`src/rtl/i2c_pkg.sv`:
```
// Shared state encoding, command width and command field layout for the
// I2C command arbiter and its round-robin picker.
package i2c_pkg;

    typedef enum logic [1:0] {
        IDLE,
        ISSUE,
        WAIT_ACK,
        GAP
    } arb_state_e;

    localparam int CMD_W = 32;

    localparam logic [7:0] OV5640_WR_ADDR = 8'h78;

    // Command word layout: {dev_addr[7:0], reg_addr[15:0], reg_val[7:0]}
    localparam int DEV_LSB = 24;
    localparam int DEV_W   = 8;
    localparam int REG_LSB = 8;
    localparam int REG_W   = 16;
    localparam int VAL_LSB = 0;
    localparam int VAL_W   = 8;

    function automatic logic [DEV_W-1:0] cmd_dev(input logic [CMD_W-1:0] cmd);
        return cmd[DEV_LSB +: DEV_W];
    endfunction

    function automatic logic [REG_W-1:0] cmd_reg(input logic [CMD_W-1:0] cmd);
        return cmd[REG_LSB +: REG_W];
    endfunction

    function automatic logic [VAL_W-1:0] cmd_val(input logic [CMD_W-1:0] cmd);
        return cmd[VAL_LSB +: VAL_W];
    endfunction

endpackage

```
`src/rtl/rr_pick.sv`:
```
// Combinational round-robin selector: requester 0 can override via pri0,
// otherwise the first request above ptr wins, wrapping to the lowest set bit.
module rr_pick #(
    parameter int N     = 3,
    parameter int IDX_W = 2
) (
    input  logic [N-1:0]     req_i,
    input  logic [IDX_W-1:0] ptr_i,
    input  logic             pri0_i,
    output logic             valid_o,
    output logic [IDX_W-1:0] idx_o
);

    logic [N-1:0] upper;

    always_comb begin
        upper = '0;
        for (int i = 0; i < N; i++) begin
            upper[i] = req_i[i] && (i > int'(ptr_i));
        end
    end

    // Scanning downward lets the lowest set bit be the final assignment.
    always_comb begin
        valid_o = |req_i;
        idx_o   = '0;
        if (pri0_i && req_i[0]) begin
            idx_o = '0;
        end else if (|upper) begin
            for (int i = N - 1; i >= 0; i--) begin
                if (upper[i]) idx_o = IDX_W'(i);
            end
        end else begin
            for (int i = N - 1; i >= 0; i--) begin
                if (req_i[i]) idx_o = IDX_W'(i);
            end
        end
    end

endmodule

```
`src/rtl/i2c_cmd_arbiter.sv`:
```
// Shares one I2C write engine between N command sources: round-robin grant
// with optional requester-0 priority, ack timeout and inter-command gap.
module i2c_cmd_arbiter
    import i2c_pkg::*;
#(
    parameter int N              = 3,
    parameter int GAP_CYCLES     = 2,
    parameter int TIMEOUT_CYCLES = 2000000
) (
    input  logic               clk_100,
    input  logic               rst_100,
    input  logic [N-1:0]       req,
    input  logic [CMD_W*N-1:0] cmd_data,
    input  logic               pri0,
    output logic [N-1:0]       done,
    output logic [N-1:0]       err,
    output logic               busy,
    output logic [CMD_W-1:0]   cfg_send,
    output logic               i2c_req,
    input  logic               i2c_ack,
    output logic [15:0]        cmd_cnt
);

    localparam int IDX_W = (N > 1) ? $clog2(N) : 1;
    localparam int TMR_W = $clog2(TIMEOUT_CYCLES + 1);
    localparam logic [TMR_W-1:0] TMR_LAST = TMR_W'(TIMEOUT_CYCLES - 1);
    localparam logic [15:0]      GAP_LAST = 16'(GAP_CYCLES - 1);

    arb_state_e       state_q;
    logic [IDX_W-1:0] ptr_q;
    logic [IDX_W-1:0] grant_q;
    logic [TMR_W-1:0] tmr_q;
    logic [15:0]      gap_q;
    logic [N-1:0]     done_q;
    logic [N-1:0]     err_q;
    logic             busy_q;
    logic             i2c_req_q;
    logic [CMD_W-1:0] cfg_q;
    logic [15:0]      cnt_q;
    logic [15:0]      cnt_d;

    logic             pick_valid;
    logic [IDX_W-1:0] pick_idx;
    logic [CMD_W-1:0] pick_cmd;
    logic [N-1:0]     grant_oh;

    rr_pick #(
        .N     (N),
        .IDX_W (IDX_W)
    ) u_pick (
        .req_i   (req),
        .ptr_i   (ptr_q),
        .pri0_i  (pri0),
        .valid_o (pick_valid),
        .idx_o   (pick_idx)
    );

    assign pick_cmd = cmd_data[CMD_W*int'(pick_idx) +: CMD_W];
    assign grant_oh = N'(1) << grant_q;
    assign cnt_d    = cnt_q + 16'd1;

    always_ff @(posedge clk_100 or posedge rst_100) begin
        if (rst_100) begin
            state_q   <= IDLE;
            ptr_q     <= IDX_W'(N - 1);
            grant_q   <= '0;
            tmr_q     <= '0;
            gap_q     <= '0;
            done_q    <= '0;
            err_q     <= '0;
            busy_q    <= 1'b0;
            i2c_req_q <= 1'b0;
            cfg_q     <= '0;
            cnt_q     <= '0;
        end else begin
            done_q    <= '0;
            err_q     <= '0;
            i2c_req_q <= 1'b0;
            case (state_q)
                IDLE: begin
                    if (pick_valid) begin
                        grant_q   <= pick_idx;
                        ptr_q     <= pick_idx;
                        cfg_q     <= pick_cmd;
                        i2c_req_q <= 1'b1;
                        busy_q    <= 1'b1;
                        state_q   <= ISSUE;
                    end
                end
                ISSUE: begin
                    tmr_q   <= '0;
                    state_q <= WAIT_ACK;
                end
                // An ack on the final timeout cycle still counts as success.
                WAIT_ACK: begin
                    if (i2c_ack) begin
                        done_q  <= grant_oh;
                        cnt_q   <= cnt_d;
                        gap_q   <= '0;
                        state_q <= GAP;
                    end else if (tmr_q == TMR_LAST) begin
                        err_q   <= grant_oh;
                        gap_q   <= '0;
                        state_q <= GAP;
                    end else begin
                        tmr_q <= tmr_q + TMR_W'(1);
                    end
                end
                GAP: begin
                    if (gap_q == GAP_LAST) begin
                        busy_q  <= 1'b0;
                        state_q <= IDLE;
                    end else begin
                        gap_q <= gap_q + 16'd1;
                    end
                end
                default: state_q <= IDLE;
            endcase
        end
    end

    assign done     = done_q;
    assign err      = err_q;
    assign busy     = busy_q;
    assign cfg_send = cfg_q;
    assign i2c_req  = i2c_req_q;
    assign cmd_cnt  = cnt_q;

endmodule

```
`config.mk`:
```
export PLATFORM = sky130hd
export DESIGN_NAME = i2c_cmd_arbiter
export DESIGN_NICKNAME = d
export VERILOG_FILES = /design/src/rtl/i2c_pkg.sv /design/src/rtl/rr_pick.sv /design/src/rtl/i2c_cmd_arbiter.sv
export SDC_FILE = /design/constraint.sdc
export NUM_CORES = 1
export LEC_CHECK = 0
export CAP_MARGIN = 20
export CELL_PAD_IN_SITES_DETAIL_PLACEMENT = 0
export CELL_PAD_IN_SITES_GLOBAL_PLACEMENT = 1
export CORE_MARGIN = 8
export CORE_UTILIZATION = 35
export DETAILED_ROUTE_END_ITERATION = 8
export PLACE_DENSITY = 0.89
export SLEW_MARGIN = 0
export SYNTH_ARGS = -nofsm -noshare
export SYNTH_HDL_FRONTEND = slang
export SYNTH_SLANG_ARGS = --single-unit
```
`constraint.sdc`:
```
create_clock -name clk_100 -period 3.7 [get_ports clk_100]
set_input_delay 0.74 -clock clk_100 [delete_from_list [all_inputs] [get_ports clk_100]]
set_output_delay 0.74 -clock clk_100 [all_outputs]
set_load 0.005 [all_outputs]
```
==> flow_summary.ini, run 1 <==
[setup_path]
crit_arrival_ns = 2.87
timing.reg2reg.setup_slack_ns = 1.25
worst-endpoint-required_ns = 3.90
endpoint_of_the_worst_slack_reg_to_reg_timing_path = gap_q[5]$_DFFE_PP0P_
cp-start-kind = primary input
rr_startpoint = tmr_q[0]$_DFFE_PP0P_
crit_path_max_fanout = 34
reg2regPathDepth = 7
critical_path_class = in2reg
setup.worst_path.end_class = flip-flop

[timing]
period_minus_ws_final_ns = 2.67
setup_ws_ns = 1.03
timing.max_slew.rel_slack_pct = 35.0
setup_viol = 0
finalSetupTns_ns = 0
slew_viol_final = 0
rsz0062_at_grt = false
timing.fmax_ghz = 0.375
hold_violations = 0
worst-slew-pin-transition_ns = 0.971
finalCritPeriodShare_pct = 72.1
worst_clock_skew_ns = 0.00473

[finish]
drive_gt1_share_pct = 4.01
syn_to_final_growth_pct = 39.3
final_common_cell = clkdlybuf4s50_1
net_count_reported_at_finish = 781
insertedDiodeCount = 0
finish.utilization_pct = 49.3
layout.cells.most_common_list = clkdlybuf4s50_1 (158), dfrtp_1 (97), a21oi_1 (50)

[logic_synthesis]
synth.ff_latch_count = 98
ffs_w_async_s_r_synth_pct = 100
mappedNetlistNets = 635
synth-seq-area-share_pct = 48.3
synthesis.yosys.warnings = 0
syn_inst = 523
yosys.cell_types.count = 44
post_synth.cell_area_avg_um2 = 9.71
syn-cell-area_mm2 = 0.00508
synth_edf_count = 0
ys_dominant_reg_cell = dfrtp_1

[drt]
detail_route.vias_per_cell = 5.27
vias = 4522
drt_iter0_markers = 222
drcViolationCount = 0
post_drt_wl_per_cell_um = 17.1
drt_pre_antenna_iters = 4
ant_nets = 0
route.final.wire_length_um = 14600

[min_path]
worstHoldPathType = reg2reg
hold-path-endpoint = cmd_cnt[15]$_DFFE_PP0P_
timing.hold.worst_path_depth = 1
worst_hold_startpoint = cmd_cnt[15]$_DFFE_PP0P_

[floorplanning]
core.rowCount = 44
effective_utilization_at_floorplan_pct = 35.3
pin_count = 159
die_w_um = 136
die_area_mm2 = 0.0186
floorplan.core_area_mm2 = 0.0144
die_h_um = 136

[clock_tree]
clk_root_buffer_cell = clkbuf_16
cts-buffers-inserted = 9
post_cts_resized = 0
htree_num_levels = 3
postCtsHoldBufs = 0
tritoncts = built
clk_latency_ns = 0.33
cts.clk_slew.worst_paths_ns = 0.07
postCtsSetupBuffers = 0
clock_sinks = 98
clk_path_buf_depth = 2

[power_and_ir_drop]
power.static_leakage_nw = 3.07
power.density_mw_per_mm2 = 558
post-layout-total-power_mw = 3.95
vdd.ir_drop.worst_v = 0.000394

[placement]
dp_hpwl_um = 11200
portBuffers = 158
place_congestion = 0.833
placement.setup.worst_slack_ns = 0.703

[global_route]
via_count_of_the_first_global_routing_pass = 4747
globalRoute.totalOverflow = 0
gr-usage-all-layers_pct = 15.8
first_pass_grt_wire_length_um = 23500
grt_max_degree = 54
antenna_found_initial = 0

[flow_run]
cap_violations = 0

[status]
outcome = finished clean
==> worst max-delay path by stage <==
stage                       start                  endpoint  slack (ns)  cells past startpoint
after floorplan           rst_100          busy$_DFFE_PP0P_        0.40                      1
after global placement    i2c_ack     tmr_q[20]$_DFFE_PP0P_        0.80                      6
after detailed placement   req[1]  cfg_send[14]$_DFFE_PP0P_        0.70                      7
after CTS                  req[2]  cfg_send[28]$_DFFE_PP0P_        1.07                      7
after global routing       req[1]  cfg_send[25]$_DFFE_PP0P_        0.82                      7
final                      req[2]  cfg_send[28]$_DFFE_PP0P_        1.03                      7
==> stage by stage <==
| stage | instance area (um2) | std cells | hold WS, ns |
|---|---|---|---|
| 4_1_cts | 7080 | 858 | 0.483 |
| 5_1_grt | 7080 | 858 | 0.489 |
| 3_5_place_dp | 6810 | 842 | 0.469 |
| 2_1_floorplan | 5080 | 523 | 0.468 |
| 3_3_place_gp | 6800 | 841 | 0.464 |
| 6_report | 7080 | 858 | 0.475 |
==> cells in the mapped netlist (3+ instances only) <==
master / count / area, um2
buf_2: 5 / 25.0
a21oi_1: 50 / 250
mux2i_1: 34 / 340
nand2_1: 31 / 116
nand4_1: 15 / 93.8
nor4b_1: 3 / 26.3
or4_1: 11 / 82.6
and3_1: 35 / 219
nor3_1: 10 / 50.1
xnor2_1: 23 / 201
o31ai_1: 10 / 75.1
nand2b_1: 6 / 37.5
or3_1: 9 / 56.3
and2_1: 3 / 18.8
nand3_1: 21 / 105
dfrtp_1: 97 / 2430
nor2_1: 29 / 109
a211oi_1: 4 / 30.0
ha_1: 9 / 113
nor2b_1: 4 / 25.0
buf_1: 4 / 15.0
and4_1: 3 / 26.3
o21ai_0: 48 / 240
xor2_1: 7 / 61.3
clkbuf_1: 16 / 60.1
buf_6: 3 / 33.8
inv_1: 13 / 48.8
==> cell families after synthesis <==
logic type,synth area share [%]
XOR/XNOR,5.17
buffers and inverters,3.60
multiplexers,6.92
AO/OA/AOI/OAI,13.1
adder cells (fa/ha/maj),2.22
AND/OR/NAND/NOR,20.7
flip-flops,48.3
==> flip-flops by register name, indices dropped and copies added (netlist names), 2 cells and up <==
register	flops
cfg_send	32
cmd_cnt	16
done	3
err	3
gap_q	16
ptr_q	2
state_q	2
tmr_q	21
==> metal layers <==
metal  part of all wire (%)  wire length (um)  track usage (%)
met5                      0                 0                0
met4                    1.6               240             6.47
met3                    8.0              1170             5.99
met2                     49              7190             25.6
met1                     41              6030             18.4
==> area by class of cell <==
cell class	count	area [um2]
multi-input cells	384	2440
well taps	184	230
repair buffers	163	1630
clock inverters	4	28.8
clock buffers	12	236
fillers	1334	7290
inverters	13	51.3
flip-flops and latches	98	2450
==> power by group <==
part,switching (mW),internal [mW],total (mW)
Combinational,0.759,0.785,1.54
Sequential,0.212,1.34,1.55
Clock,0.395,0.457,0.852
Total,1.37,2.58,3.95
==> critical path: stages <==
cell	delay, ns
clkdlybuf4s50_1	0.46
nor3_1	0.47
nand2b_1	0.19
inv_1	0.36
nand2_1	0.18
buf_4	0.31
o21ai_0	0.15
(Power assumes the default switching activity.)
==> inputs of run 2 (changes only) <==
==> constraint.sdc (replaced) <==
create_clock -name clk_100 -period 2.8 [get_ports clk_100]
set_input_delay 0.56 -clock clk_100 [delete_from_list [all_inputs] [get_ports clk_100]]
set_output_delay 0.56 -clock clk_100 [all_outputs]
set_load 0.005 [all_outputs]
==> run 2 against run 1 <==
Against the previous run:
- clock power grew 53%
- critical path depth is 1 higher
- combinational power up 33%
- wire length is 0.96% higher
- hold slack got worse by 0.00078 ns
- clock-buffer cell count fell by 3
- critical endpoint is now tmr_q[14]$_DFFE_PP0P_
- highest routed layer unchanged
==> flow_summary.ini, run 2 (synthesis gave the netlist of run 1 again) <==
[drt]
drcViolationCount = 0
detail_route.vias_per_cell = 5.20
post_drt_wl_per_cell_um = 17.0
ant_nets = 0
drt_iter0_markers = 340
vias = 4505
drt_pre_antenna_iters = 5
route.final.wire_length_um = 14800

[global_route]
globalRoute.totalOverflow = 0
first_pass_grt_wire_length_um = 23300
grt_max_degree = 39
via_count_of_the_first_global_routing_pass = 4639
gr-usage-all-layers_pct = 15.8
antenna_found_initial = 0

[timing]
worst-slew-pin-transition_ns = 0.875
timing.fmax_ghz = 0.418
finalCritPeriodShare_pct = 85.5
rsz0062_at_grt = false
hold-worst-slack_ns = 0.474
worst_clock_skew_ns = 0.0118
hold_violations = 0
slew_viol_final = 0
timing.max_slew.rel_slack_pct = 41.7
setup_viol = 0
finalSetupTns_ns = 0
period_minus_ws_final_ns = 2.39

[clock_tree]
postCtsHoldBufs = 0
cts-buffers-inserted = 9
clk_latency_ns = 0.35
clk_root_buffer_cell = clkbuf_16
postCtsSetupBuffers = 0
tritoncts = built
cts.clk_slew.worst_paths_ns = 0.08
clk_path_buf_depth = 2
clock_sinks = 98
post_cts_resized = 0
htree_num_levels = 3

[setup_path]
worst-endpoint-required_ns = 3.04
crit_arrival_ns = 2.64
critical_path_class = reg2reg
cp-start-kind = flip-flop
setup.worst_path.end_class = flip-flop
crit_path_max_fanout = 11

[floorplanning]
die_area_mm2 = 0.0186
die_h_um = 136
core.rowCount = 44
die_w_um = 136
effective_utilization_at_floorplan_pct = 35.3
floorplan.core_area_mm2 = 0.0144
pin_count = 159

[placement]
place_congestion = 0.854
dp_cells = 851
portBuffers = 158
dp_hpwl_um = 11400
detailed_place.area_mm2 = 0.00689

[power_and_ir_drop]
p_int_mw = 3.53
power.density_mw_per_mm2 = 751
p_comb_share_pct = 38.0
power.static_leakage_nw = 3.14
clock_power_share_pct = 24.0
vdd.ir_drop.worst_v = 0.000337
power_frac_seq_pct = 38.1
switching_share_pct = 34.7
total_switching_power_mw = 1.88

[finish]
postLayoutCellArea_mm2 = 0.00720
net_count_reported_at_finish = 790
final_common_cell = clkdlybuf4s50_1
insertedDiodeCount = 0
drive_gt1_share_pct = 5.71
layout.cells.most_common_list = clkdlybuf4s50_1 (158), dfrtp_1 (97), a21oi_1 (50)
largest_register_ff_count = 32
layout.cells.non_filler = 867
syn_to_final_growth_pct = 41.8
finish.utilization_pct = 50.1

[min_path]
worstHoldPathType = reg2reg

[flow_run]
cap_violations = 0

[status]
outcome = finished clean
[run 2: cell count changes in the layout (fill, tap and decap cells not counted), sizes merged]
cell      previous run  this run
clkinv               2         0
bufinv               0         1
buf                  5        14
clkbuf              12         9
inv                 13        16
clkinvlp             2         3
[run 2: layout make-up]
cell class              count  area, um2
clock buffers               9        225
clock inverters             7       82.6
fillers                  1330       7170
inverters                  13       52.6
multi-input cells         384       2440
flip-flops and latches     98       2450
well taps                 184        230
repair buffers            172       1710
[run 2: power groups by stage]
stage               sequential, mW  clock, mW  combinational, mW
floorplan                     2.04          0               1.02
global placement              2.06          0               2.02
detailed placement            2.07          0               2.08
CTS                           2.06       1.32               2.08
global route                  2.10       1.38               2.28
finish                        2.06       1.30               2.05
[run 2: worst max-delay path: stages, from the launching register on]
cell,delay (ns)
dfrtp_1,0.41
inv_1,0.12
ha_1,0.40
nand2b_1,0.20
or3_1,0.37
buf_4,0.17
nor4b_1,0.39
xnor2_1,0.18
nor2_1,0.05
[run 2: per-layer routing]
layer	global-route usage [%]	vias to the layer above	part of all wire [%]	wire, um
met5	0	-	0	0
met2	25.2	153	48	7090
met3	6.91	19	8.6	1270
met4	5.31	0	1.7	246
met1	18.5	2134	42	6170
li1	-	2199	-	-
[run 2: metrics by stage]
step / worst slack (ns) / total power [mW]
floorplan: 0.823 / 3.06
global placement: 0.229 / 4.08
detailed placement: 0.123 / 4.15
CTS: 0.408 / 5.46
global route: 0.226 / 5.77
finish: 0.406 / 5.41
[run 2: path summary, 6_finish.rpt]
| check | slack, ns | depth (start not counted) | endpoint | from |
|---|---|---|---|---|
| worst max register to register | 0.41 | 8 | tmr_q[14]$_DFFE_PP0P_ | state_q[0]$_DFFE_PP0P_ |
| max in group asynchronous | 1.61 | 3 | gap_q[6]$_DFFE_PP0P_ | rst_100 |
| worst max-delay path | 0.41 | 8 | tmr_q[14]$_DFFE_PP0P_ | state_q[0]$_DFFE_PP0P_ |
| worst min register to register | 0.47 | 1 | cmd_cnt[15]$_DFFE_PP0P_ | cmd_cnt[15]$_DFFE_PP0P_ |
| min in group asynchronous | 0.59 | 2 | gap_q[14]$_DFFE_PP0P_ | rst_100 |
| worst min-delay path | 0.47 | 1 | cmd_cnt[15]$_DFFE_PP0P_ | cmd_cnt[15]$_DFFE_PP0P_ |
